File: src/rtl/bf16_unit_arbiter_if.sv
// ---------------------------------------------------------------------------
// bf16_unit_arbiter_if
//   Bundles every signal between the arbiter and its surroundings: the two
//   requester channels, the two response channels, the operand/result bus of
//   the shared bf16 unit and the status outputs.
//
//   Handshake: a requester operation transfers on a rising clock edge where
//   reqN_valid and reqN_ready are both high. reqN_ready may depend
//   combinationally on reqN_valid; reqN_valid must never depend on
//   reqN_ready. Responses have no backpressure: rspN_valid is high for one
//   cycle and the requester must take rspN_result in that cycle.
//
//   Modports:
//     slave  - the arbiter itself
//     master - the environment (requesters, bf16 unit, observers)
// ---------------------------------------------------------------------------
interface bf16_unit_arbiter_if #(
    parameter int unsigned CNT_W = 16
);
    // requester 0
    logic             req0_valid;
    logic             req0_ready;
    logic [15:0]      req0_in1;
    logic [15:0]      req0_in2;
    logic [15:0]      req0_in3;
    logic [4:0]       req0_funct5;
    // requester 1
    logic             req1_valid;
    logic             req1_ready;
    logic [15:0]      req1_in1;
    logic [15:0]      req1_in2;
    logic [15:0]      req1_in3;
    logic [4:0]       req1_funct5;
    // responses
    logic             rsp0_valid;
    logic [15:0]      rsp0_result;
    logic             rsp1_valid;
    logic [15:0]      rsp1_result;
    // shared bf16 unit
    logic [15:0]      u_in1;
    logic [15:0]      u_in2;
    logic [15:0]      u_in3;
    logic [4:0]       u_funct5;
    logic [15:0]      u_result;
    // status
    logic             busy;
    logic [CNT_W-1:0] issue_cnt;

    modport slave (
        input  req0_valid, req0_in1, req0_in2, req0_in3, req0_funct5,
        input  req1_valid, req1_in1, req1_in2, req1_in3, req1_funct5,
        input  u_result,
        output req0_ready, req1_ready,
        output rsp0_valid, rsp0_result, rsp1_valid, rsp1_result,
        output u_in1, u_in2, u_in3, u_funct5,
        output busy, issue_cnt
    );

    modport master (
        output req0_valid, req0_in1, req0_in2, req0_in3, req0_funct5,
        output req1_valid, req1_in1, req1_in2, req1_in3, req1_funct5,
        output u_result,
        input  req0_ready, req1_ready,
        input  rsp0_valid, rsp0_result, rsp1_valid, rsp1_result,
        input  u_in1, u_in2, u_in3, u_funct5,
        input  busy, issue_cnt
    );
endinterface

File: src/rtl/bf16_unit_arbiter.sv
// ---------------------------------------------------------------------------
// bf16_unit_arbiter
//   Shares one fixed-latency pipelined bf16 unit between two requesters.
//   Round-robin arbitration grants at most one requester per cycle; the
//   granted operands are registered onto u_in1/u_in2/u_in3/u_funct5. A tag
//   shift register of LATENCY+1 stages follows each operation through the
//   unit so u_result can be steered back to the requester that issued it.
//
//   Ports:
//     clk   - system clock, rising edge
//     reset - asynchronous, active-low reset
//     bus   - bf16_unit_arbiter_if.slave (requesters, responses, unit bus,
//             busy, issue_cnt)
//
//   Parameters:
//     LATENCY - edges from u_* operands presented to u_result valid (1..8)
//     CNT_W   - width of the accepted-operation counter
// ---------------------------------------------------------------------------
module bf16_unit_arbiter #(
    parameter int unsigned LATENCY = 3,
    parameter int unsigned CNT_W   = 16
) (
    input  logic                  clk,
    input  logic                  reset,
    bf16_unit_arbiter_if.slave    bus
);

    // ---------------- state ----------------
    logic             rr_last_q,   rr_last_d;    // 1: requester 1 granted last
    logic [15:0]      u_in1_q,     u_in1_d;
    logic [15:0]      u_in2_q,     u_in2_d;
    logic [15:0]      u_in3_q,     u_in3_d;
    logic [4:0]       u_funct5_q,  u_funct5_d;
    logic [LATENCY:0] tag_v_q,     tag_v_d;      // stage k = op issued k edges ago
    logic [LATENCY:0] tag_id_q,    tag_id_d;     // requester id per stage
    logic             rsp0_valid_q, rsp0_valid_d;
    logic [15:0]      rsp0_result_q, rsp0_result_d;
    logic             rsp1_valid_q, rsp1_valid_d;
    logic [15:0]      rsp1_result_q, rsp1_result_d;
    logic [CNT_W-1:0] issue_cnt_q, issue_cnt_d;

    // ---------------- arbitration ----------------
    logic gnt0;
    logic gnt1;
    logic hs;
    logic cap_v;
    logic cap_id;

    always_comb begin
        gnt0 = 1'b0;
        gnt1 = 1'b0;
        if (bus.req0_valid && bus.req1_valid) begin
            // tie: the requester that did not win last time gets the slot
            gnt0 = rr_last_q;
            gnt1 = ~rr_last_q;
        end else begin
            gnt0 = bus.req0_valid;
            gnt1 = bus.req1_valid;
        end
    end

    assign hs = gnt0 | gnt1;

    // The oldest tag stage describes the operation whose result is on
    // u_result right now; it is captured into the response registers.
    assign cap_v  = tag_v_q[LATENCY];
    assign cap_id = tag_id_q[LATENCY];

    // ---------------- next state ----------------
    always_comb begin
        rr_last_d     = rr_last_q;
        u_in1_d       = 16'h0000;
        u_in2_d       = 16'h0000;
        u_in3_d       = 16'h0000;
        u_funct5_d    = 5'd0;
        issue_cnt_d   = issue_cnt_q;
        tag_v_d       = {tag_v_q[LATENCY-1:0],  hs};
        tag_id_d      = {tag_id_q[LATENCY-1:0], gnt1};
        rsp0_valid_d  = cap_v & ~cap_id;
        rsp1_valid_d  = cap_v &  cap_id;
        rsp0_result_d = rsp0_result_q;
        rsp1_result_d = rsp1_result_q;

        if (gnt1) begin
            u_in1_d    = bus.req1_in1;
            u_in2_d    = bus.req1_in2;
            u_in3_d    = bus.req1_in3;
            u_funct5_d = bus.req1_funct5;
        end else if (gnt0) begin
            u_in1_d    = bus.req0_in1;
            u_in2_d    = bus.req0_in2;
            u_in3_d    = bus.req0_in3;
            u_funct5_d = bus.req0_funct5;
        end

        if (hs) begin
            rr_last_d   = gnt1;
            issue_cnt_d = issue_cnt_q + {{(CNT_W-1){1'b0}}, 1'b1};
        end

        if (cap_v && !cap_id) begin
            rsp0_result_d = bus.u_result;
        end
        if (cap_v && cap_id) begin
            rsp1_result_d = bus.u_result;
        end
    end

    // ---------------- registers ----------------
    always_ff @(posedge clk or negedge reset) begin
        if (!reset) begin
            rr_last_q     <= 1'b1;
            u_in1_q       <= 16'h0000;
            u_in2_q       <= 16'h0000;
            u_in3_q       <= 16'h0000;
            u_funct5_q    <= 5'd0;
            tag_v_q       <= '0;
            tag_id_q      <= '0;
            rsp0_valid_q  <= 1'b0;
            rsp0_result_q <= 16'h0000;
            rsp1_valid_q  <= 1'b0;
            rsp1_result_q <= 16'h0000;
            issue_cnt_q   <= '0;
        end else begin
            rr_last_q     <= rr_last_d;
            u_in1_q       <= u_in1_d;
            u_in2_q       <= u_in2_d;
            u_in3_q       <= u_in3_d;
            u_funct5_q    <= u_funct5_d;
            tag_v_q       <= tag_v_d;
            tag_id_q      <= tag_id_d;
            rsp0_valid_q  <= rsp0_valid_d;
            rsp0_result_q <= rsp0_result_d;
            rsp1_valid_q  <= rsp1_valid_d;
            rsp1_result_q <= rsp1_result_d;
            issue_cnt_q   <= issue_cnt_d;
        end
    end

    // ---------------- outputs ----------------
    assign bus.req0_ready  = gnt0;
    assign bus.req1_ready  = gnt1;
    assign bus.u_in1       = u_in1_q;
    assign bus.u_in2       = u_in2_q;
    assign bus.u_in3       = u_in3_q;
    assign bus.u_funct5    = u_funct5_q;
    assign bus.rsp0_valid  = rsp0_valid_q;
    assign bus.rsp0_result = rsp0_result_q;
    assign bus.rsp1_valid  = rsp1_valid_q;
    assign bus.rsp1_result = rsp1_result_q;
    assign bus.busy        = |tag_v_q;
    assign bus.issue_cnt   = issue_cnt_q;

endmodule
File: src/flat_wrapper.sv
// flat-port wrapper written by rule: the top's interface ports become plain ports
module bf16_unit_arbiter_flat 
#(
    parameter int unsigned LATENCY = 3,
    parameter int unsigned CNT_W   = 16
)
  (clk, reset, bus_req0_valid, bus_req0_in1, bus_req0_in2, bus_req0_in3, bus_req0_funct5, bus_req1_valid, bus_req1_in1, bus_req1_in2, bus_req1_in3, bus_req1_funct5, bus_u_result, bus_req0_ready, bus_req1_ready, bus_rsp0_valid, bus_rsp0_result, bus_rsp1_valid, bus_rsp1_result, bus_u_in1, bus_u_in2, bus_u_in3, bus_u_funct5, bus_busy, bus_issue_cnt);
  bf16_unit_arbiter_if #(.CNT_W(CNT_W)) bus_i ();
  input  logic clk;
  input  logic reset;
  input wire logic [$bits(bus_i.req0_valid)-1:0] bus_req0_valid;
  input wire logic [$bits(bus_i.req0_in1)-1:0] bus_req0_in1;
  input wire logic [$bits(bus_i.req0_in2)-1:0] bus_req0_in2;
  input wire logic [$bits(bus_i.req0_in3)-1:0] bus_req0_in3;
  input wire logic [$bits(bus_i.req0_funct5)-1:0] bus_req0_funct5;
  input wire logic [$bits(bus_i.req1_valid)-1:0] bus_req1_valid;
  input wire logic [$bits(bus_i.req1_in1)-1:0] bus_req1_in1;
  input wire logic [$bits(bus_i.req1_in2)-1:0] bus_req1_in2;
  input wire logic [$bits(bus_i.req1_in3)-1:0] bus_req1_in3;
  input wire logic [$bits(bus_i.req1_funct5)-1:0] bus_req1_funct5;
  input wire logic [$bits(bus_i.u_result)-1:0] bus_u_result;
  output wire logic [$bits(bus_i.req0_ready)-1:0] bus_req0_ready;
  output wire logic [$bits(bus_i.req1_ready)-1:0] bus_req1_ready;
  output wire logic [$bits(bus_i.rsp0_valid)-1:0] bus_rsp0_valid;
  output wire logic [$bits(bus_i.rsp0_result)-1:0] bus_rsp0_result;
  output wire logic [$bits(bus_i.rsp1_valid)-1:0] bus_rsp1_valid;
  output wire logic [$bits(bus_i.rsp1_result)-1:0] bus_rsp1_result;
  output wire logic [$bits(bus_i.u_in1)-1:0] bus_u_in1;
  output wire logic [$bits(bus_i.u_in2)-1:0] bus_u_in2;
  output wire logic [$bits(bus_i.u_in3)-1:0] bus_u_in3;
  output wire logic [$bits(bus_i.u_funct5)-1:0] bus_u_funct5;
  output wire logic [$bits(bus_i.busy)-1:0] bus_busy;
  output wire logic [$bits(bus_i.issue_cnt)-1:0] bus_issue_cnt;
  assign bus_i.req0_valid = bus_req0_valid;
  assign bus_i.req0_in1 = bus_req0_in1;
  assign bus_i.req0_in2 = bus_req0_in2;
  assign bus_i.req0_in3 = bus_req0_in3;
  assign bus_i.req0_funct5 = bus_req0_funct5;
  assign bus_i.req1_valid = bus_req1_valid;
  assign bus_i.req1_in1 = bus_req1_in1;
  assign bus_i.req1_in2 = bus_req1_in2;
  assign bus_i.req1_in3 = bus_req1_in3;
  assign bus_i.req1_funct5 = bus_req1_funct5;
  assign bus_i.u_result = bus_u_result;
  assign bus_req0_ready = bus_i.req0_ready;
  assign bus_req1_ready = bus_i.req1_ready;
  assign bus_rsp0_valid = bus_i.rsp0_valid;
  assign bus_rsp0_result = bus_i.rsp0_result;
  assign bus_rsp1_valid = bus_i.rsp1_valid;
  assign bus_rsp1_result = bus_i.rsp1_result;
  assign bus_u_in1 = bus_i.u_in1;
  assign bus_u_in2 = bus_i.u_in2;
  assign bus_u_in3 = bus_i.u_in3;
  assign bus_u_funct5 = bus_i.u_funct5;
  assign bus_busy = bus_i.busy;
  assign bus_issue_cnt = bus_i.issue_cnt;
  bf16_unit_arbiter #(.LATENCY(LATENCY), .CNT_W(CNT_W)) u_core (.clk(clk), .reset(reset), .bus(bus_i));
endmodule
File: config.mk
export PLATFORM = sky130hd
export DESIGN_NAME = bf16_unit_arbiter_flat
export DESIGN_NICKNAME = d
export VERILOG_FILES = /design/src/rtl/bf16_unit_arbiter_if.sv /design/src/rtl/bf16_unit_arbiter.sv /design/src/flat_wrapper.sv
export SDC_FILE = /design/constraint.sdc
export NUM_CORES = 1
export LEC_CHECK = 0
export CAP_MARGIN = 25
export CORE_ASPECT_RATIO = 0.8
export CORE_MARGIN = 5
export CORE_UTILIZATION = 34
export DETAILED_ROUTE_END_ITERATION = 6
export HOLD_SLACK_MARGIN = 0.02
export PLACE_DENSITY = 0.74
export SKIP_CTS_REPAIR_TIMING = 1
export SKIP_LAST_GASP = 1
export SLEW_MARGIN = 20
export SYNTH_ARGS = -nofsm -noshare
export SYNTH_HDL_FRONTEND = slang
export SYNTH_SLANG_ARGS = --single-unit
export TNS_END_PERCENT = 30
File: constraint.sdc
create_clock -name clk -period 1.4 [get_ports clk]
set_input_delay 0.28 -clock clk [delete_from_list [all_inputs] [get_ports clk]]
set_output_delay 0.28 -clock clk [all_outputs]
set_load 0.005 [all_outputs]
==> run_results.csv <==
group,metric,value,unit
outcome,status,"complete, but fails checks",
outcome,violations,"negative setup slack",
synthesis,synth_compound_area_frac,0.121,
grt,grt_overflow,0,
setup_path,cp-end-kind,"primary output",
clock_network,cts_tree,"yes",
power_and_ir_drop,p_leak,3.62,nW
setup_path,worstPathRequired,1.12,ns
timing,maxClockFrequency,603,MHz
power_and_ir_drop,clockPowerShare,0.282,
finish,num-fill-cells,857,
routing,drc,0,
job,max_cap_violations,0,
clock_network,worstSkewPairLatency,0.34,ns
placed_design,placedCellCount,648,
synthesis,syn_inst,265,
power_and_ir_drop,netSwitchingPower,2.20,mW
synthesis,yosys_warnings,0,
grt,antenna_found_initial,0,
timing,slew_violations,0,
synthesis,synth_cell_types,26,
floorplan,core,11600,sq um
floorplan,rows,35,
finish,final_util,0.628,
worst_hold_path,hold_class,"in -> reg",
synthesis,syn_area,4090,sq um
synthesis,yosysSeqAreaShare,0.686,
routing,dr.pass1.iters,4,
timing,setup_viol,70,
power_and_ir_drop,irDropWorstVdd,686,uV
synthesis,synthDominantCellAreaShare,0.680,
power_and_ir_drop,seqPwrFrac,0.439,
synthesis,synth.largest_area_cell,"dfrtp_1",
finish,insertedDiodeCount,0,
clock_network,htreeDepth,3,
clock_network,root_buffer,"clkbuf_16",
routing,vias_per_cell,4.72,
setup_path,critPathArrivalTime,1.38,ns
synthesis,synth-simple-area-share,0.0386,
grt,grt_pass1_vias,3278,
timing,fin_worst_skew,0.00429,ns
timing,worst_pin_slew,0.381,ns
timing,rsz0062_at_grt,"true",
timing,maxSlewHeadroom,0.746,
placed_design,dp_hpwl,8990,um
finish,nNetsFinal,659,
grt,grt_pass1_wl,17400,um
synthesis,synthXorXnorAreaFrac,0.0321,
finish,finalInstanceArea,7320,sq um
timing,min_period_over_period,1.18,
synthesis,synth.area.mux_share,0.0909,
timing,finalWorstSetupSlack,-0.259,ns
routing,wirelength,12100,um
synthesis,syn_nets,392,
floorplan,start_util,0.351,
clock_network,clk_pin_slew,0.07,ns
synthesis,synth_top_family_by_area,"compound AO/OA/AOI/OAI gates",
clock_network,clock_sinks,112,
setup_path,timing.setup.critical_path_class,"reg -> out",
clock_network,cts_made_buffers,9,
power_and_ir_drop,comb_power_share,0.279,
power_and_ir_drop,switching_share,0.248,
power_and_ir_drop,p_int,6.69,mW
timing,hold_violations,0,
timing,hold-worst-slack,0.263,ns
finish,stdcell_count,685,
finish,drive_gt1_frac,0.192,
routing,vias,3230,
grt,grt_max_degree,55,
floorplan,die_h,108,um
synthesis,synth_area_leaders,"dfrtp_1 (68%), a22o_1 (11%), mux2_2 (9.1%)",
synthesis,synth-seq-cells,112,
routing,antenna_left,0,
synthesis,synthAdderAreaFrac,0.00306,
grt,grtUsageTotal,0.155,
clock_network,clockBufferDepth,2,
synthesis,syn_area_per_cell,15.4,sq um
setup_path,critPathLaunchType,"flop",
routing,wl_per_cell,17.7,um
timing,fin_crit,1.66,ns
setup_path,crit_fanout,2,
routing,first_iter_violations,88,
placed_design,io_buffers,231,
floorplan,die_x,133,um
placed_design,dpl_cell_area,6700,sq um
floorplan,dieArea,14300,sq um
floorplan,ios,232,
finish,syn_to_final_growth,79.1,%
placed_design,gp_congestion,0.788,
power_and_ir_drop,power.density,1210,nW/um^2
-- per-layer routing --
layer,part of all wire,GRT usage,up-vias
met5,0,0,-
met4,0.024,0.0608,0
met3,0.086,0.0600,22
met2,0.51,0.263,167
met1,0.38,0.178,1550
li1,-,-,1491
-- placed cells by master, fill, tap and decap left out, types with 2 or more instances in the layout --
cell             netlist  routed
nand2_1                6       5
nor2_1                 3       3
buf_4                  0      27
buf_6                  5       6
a22o_1                53      53
and3_1                 3       3
nand3_1                7       6
xnor2_1                8       8
nand4_1                2       2
clkinv_2               0       2
clkdlybuf4s50_1        0     189
clkbuf_1               1       2
dfrtp_2                0       3
mux2_2                33      33
dfrtp_1              111     108
inv_1                  3       2
nor3_2                 2       3
xor2_1                 7       7
dlymetal6s2s_1         0      38
clkbuf_16              0      11
buf_12                 0       6
-- through the flow --
step	power, mW	TNS, ns	setup WS (ns)
3_5_place_dp	6.25	-26.59	-0.477
2_1_floorplan	4.64	0	0.0607
3_3_place_gp	6.18	-25.25	-0.481
6_report	8.89	-4.26	-0.259
4_1_cts	8.78	-13.84	-0.635
5_1_grt	9.35	-8.90	-0.332
-- sequential cells by signal (all words and copies together) (netlist names) --
name                    flops
u_core.bus.u_funct5         5
u_core.bus.rsp0_valid       1
u_core.bus.rsp1_result     16
u_core.bus.issue_cnt       16
u_core.tag_v_q              4
u_core.bus.rsp1_valid       1
u_core.bus.rsp0_result     16
u_core.bus.u_in3           16
u_core.rr_last_q            1
u_core.bus.u_in2           16
u_core.tag_id_q             4
u_core.bus.u_in1           16
-- final timing paths --
| path | end | cells past startpoint | start | slack (ns) |
|---|---|---|---|---|
| worst max register to register | u_core.bus.issue_cnt[11] | 5 | u_core.bus.issue_cnt[8] | 0 |
| worst min register to register | u_core.tag_id_q[1] | 0 | u_core.tag_id_q[0] | 0.35 |
| worst max-delay path | bus_busy | 2 | u_core.tag_v_q[3] | -0.26 |
| min in group asynchronous | u_core.bus.rsp1_result[15] | 2 | reset | 0.37 |
| worst min-delay path | u_core.rr_last_q | 3 | bus_req1_valid | 0.26 |
| max in group asynchronous | u_core.bus.u_in2[7] | 3 | reset | 0.50 |
-- final cells by class --
class	count	area, sq um	area share
Clock inverter	5	56.3	0.00769
Tap cell	148	185	0.0253
Timing Repair Buffer	271	2840	0.388
Sequential cell	112	2810	0.384
Inverter	3	11.3	0.00154
Clock buffer	11	233	0.0318
Multi-Input combinational cell	135	1190	0.162
-- worst max-delay path, cell delays in order (launching register included) --
cell,delay (ns)
dfrtp_1,0.37
or4_1,0.52
clkbuf_2,0.15
-- cells by family after synthesis --
| kind of cell | after synthesis |
|---|---|
| XOR/XNOR | 15 |
| buffers and inverters | 18 |
| AO/OA/AOI/OAI | 57 |
| AND/OR/NAND/NOR | 29 |
| adder cells (fa/ha/maj) | 1 |
| multiplexers | 33 |
| flip-flops | 112 |
-- power groups by stage --
stage	sequential (mW)	combinational [mW]	clock (mW)
finish	3.90	2.48	2.51
global route	3.95	2.66	2.74
CTS	3.92	2.28	2.58
detailed placement	3.98	2.27	0
global placement	3.97	2.22	0
floorplan	4.02	0.626	0
-- cells in the mapped netlist --
master / instances
dfrtp_1: 111
a22o_1: 53
mux2_2: 33
buf_2: 9
xnor2_1: 8
nand3_1: 7
xor2_1: 7
nand2_1: 6
buf_6: 5
and3_1: 3
inv_1: 3
nor2_1: 3
and2_1: 2
nand4_1: 2
nor3_2: 2
a21boi_2: 1
clkbuf_1: 1
dfstp_2: 1
ha_1: 1
nand2b_1: 1
nor3_1: 1
o211ai_1: 1
o21ai_0: 1
o21ai_1: 1
or2_2: 1
or4_1: 1
Note: power is estimated with default switching activity, not from simulation.
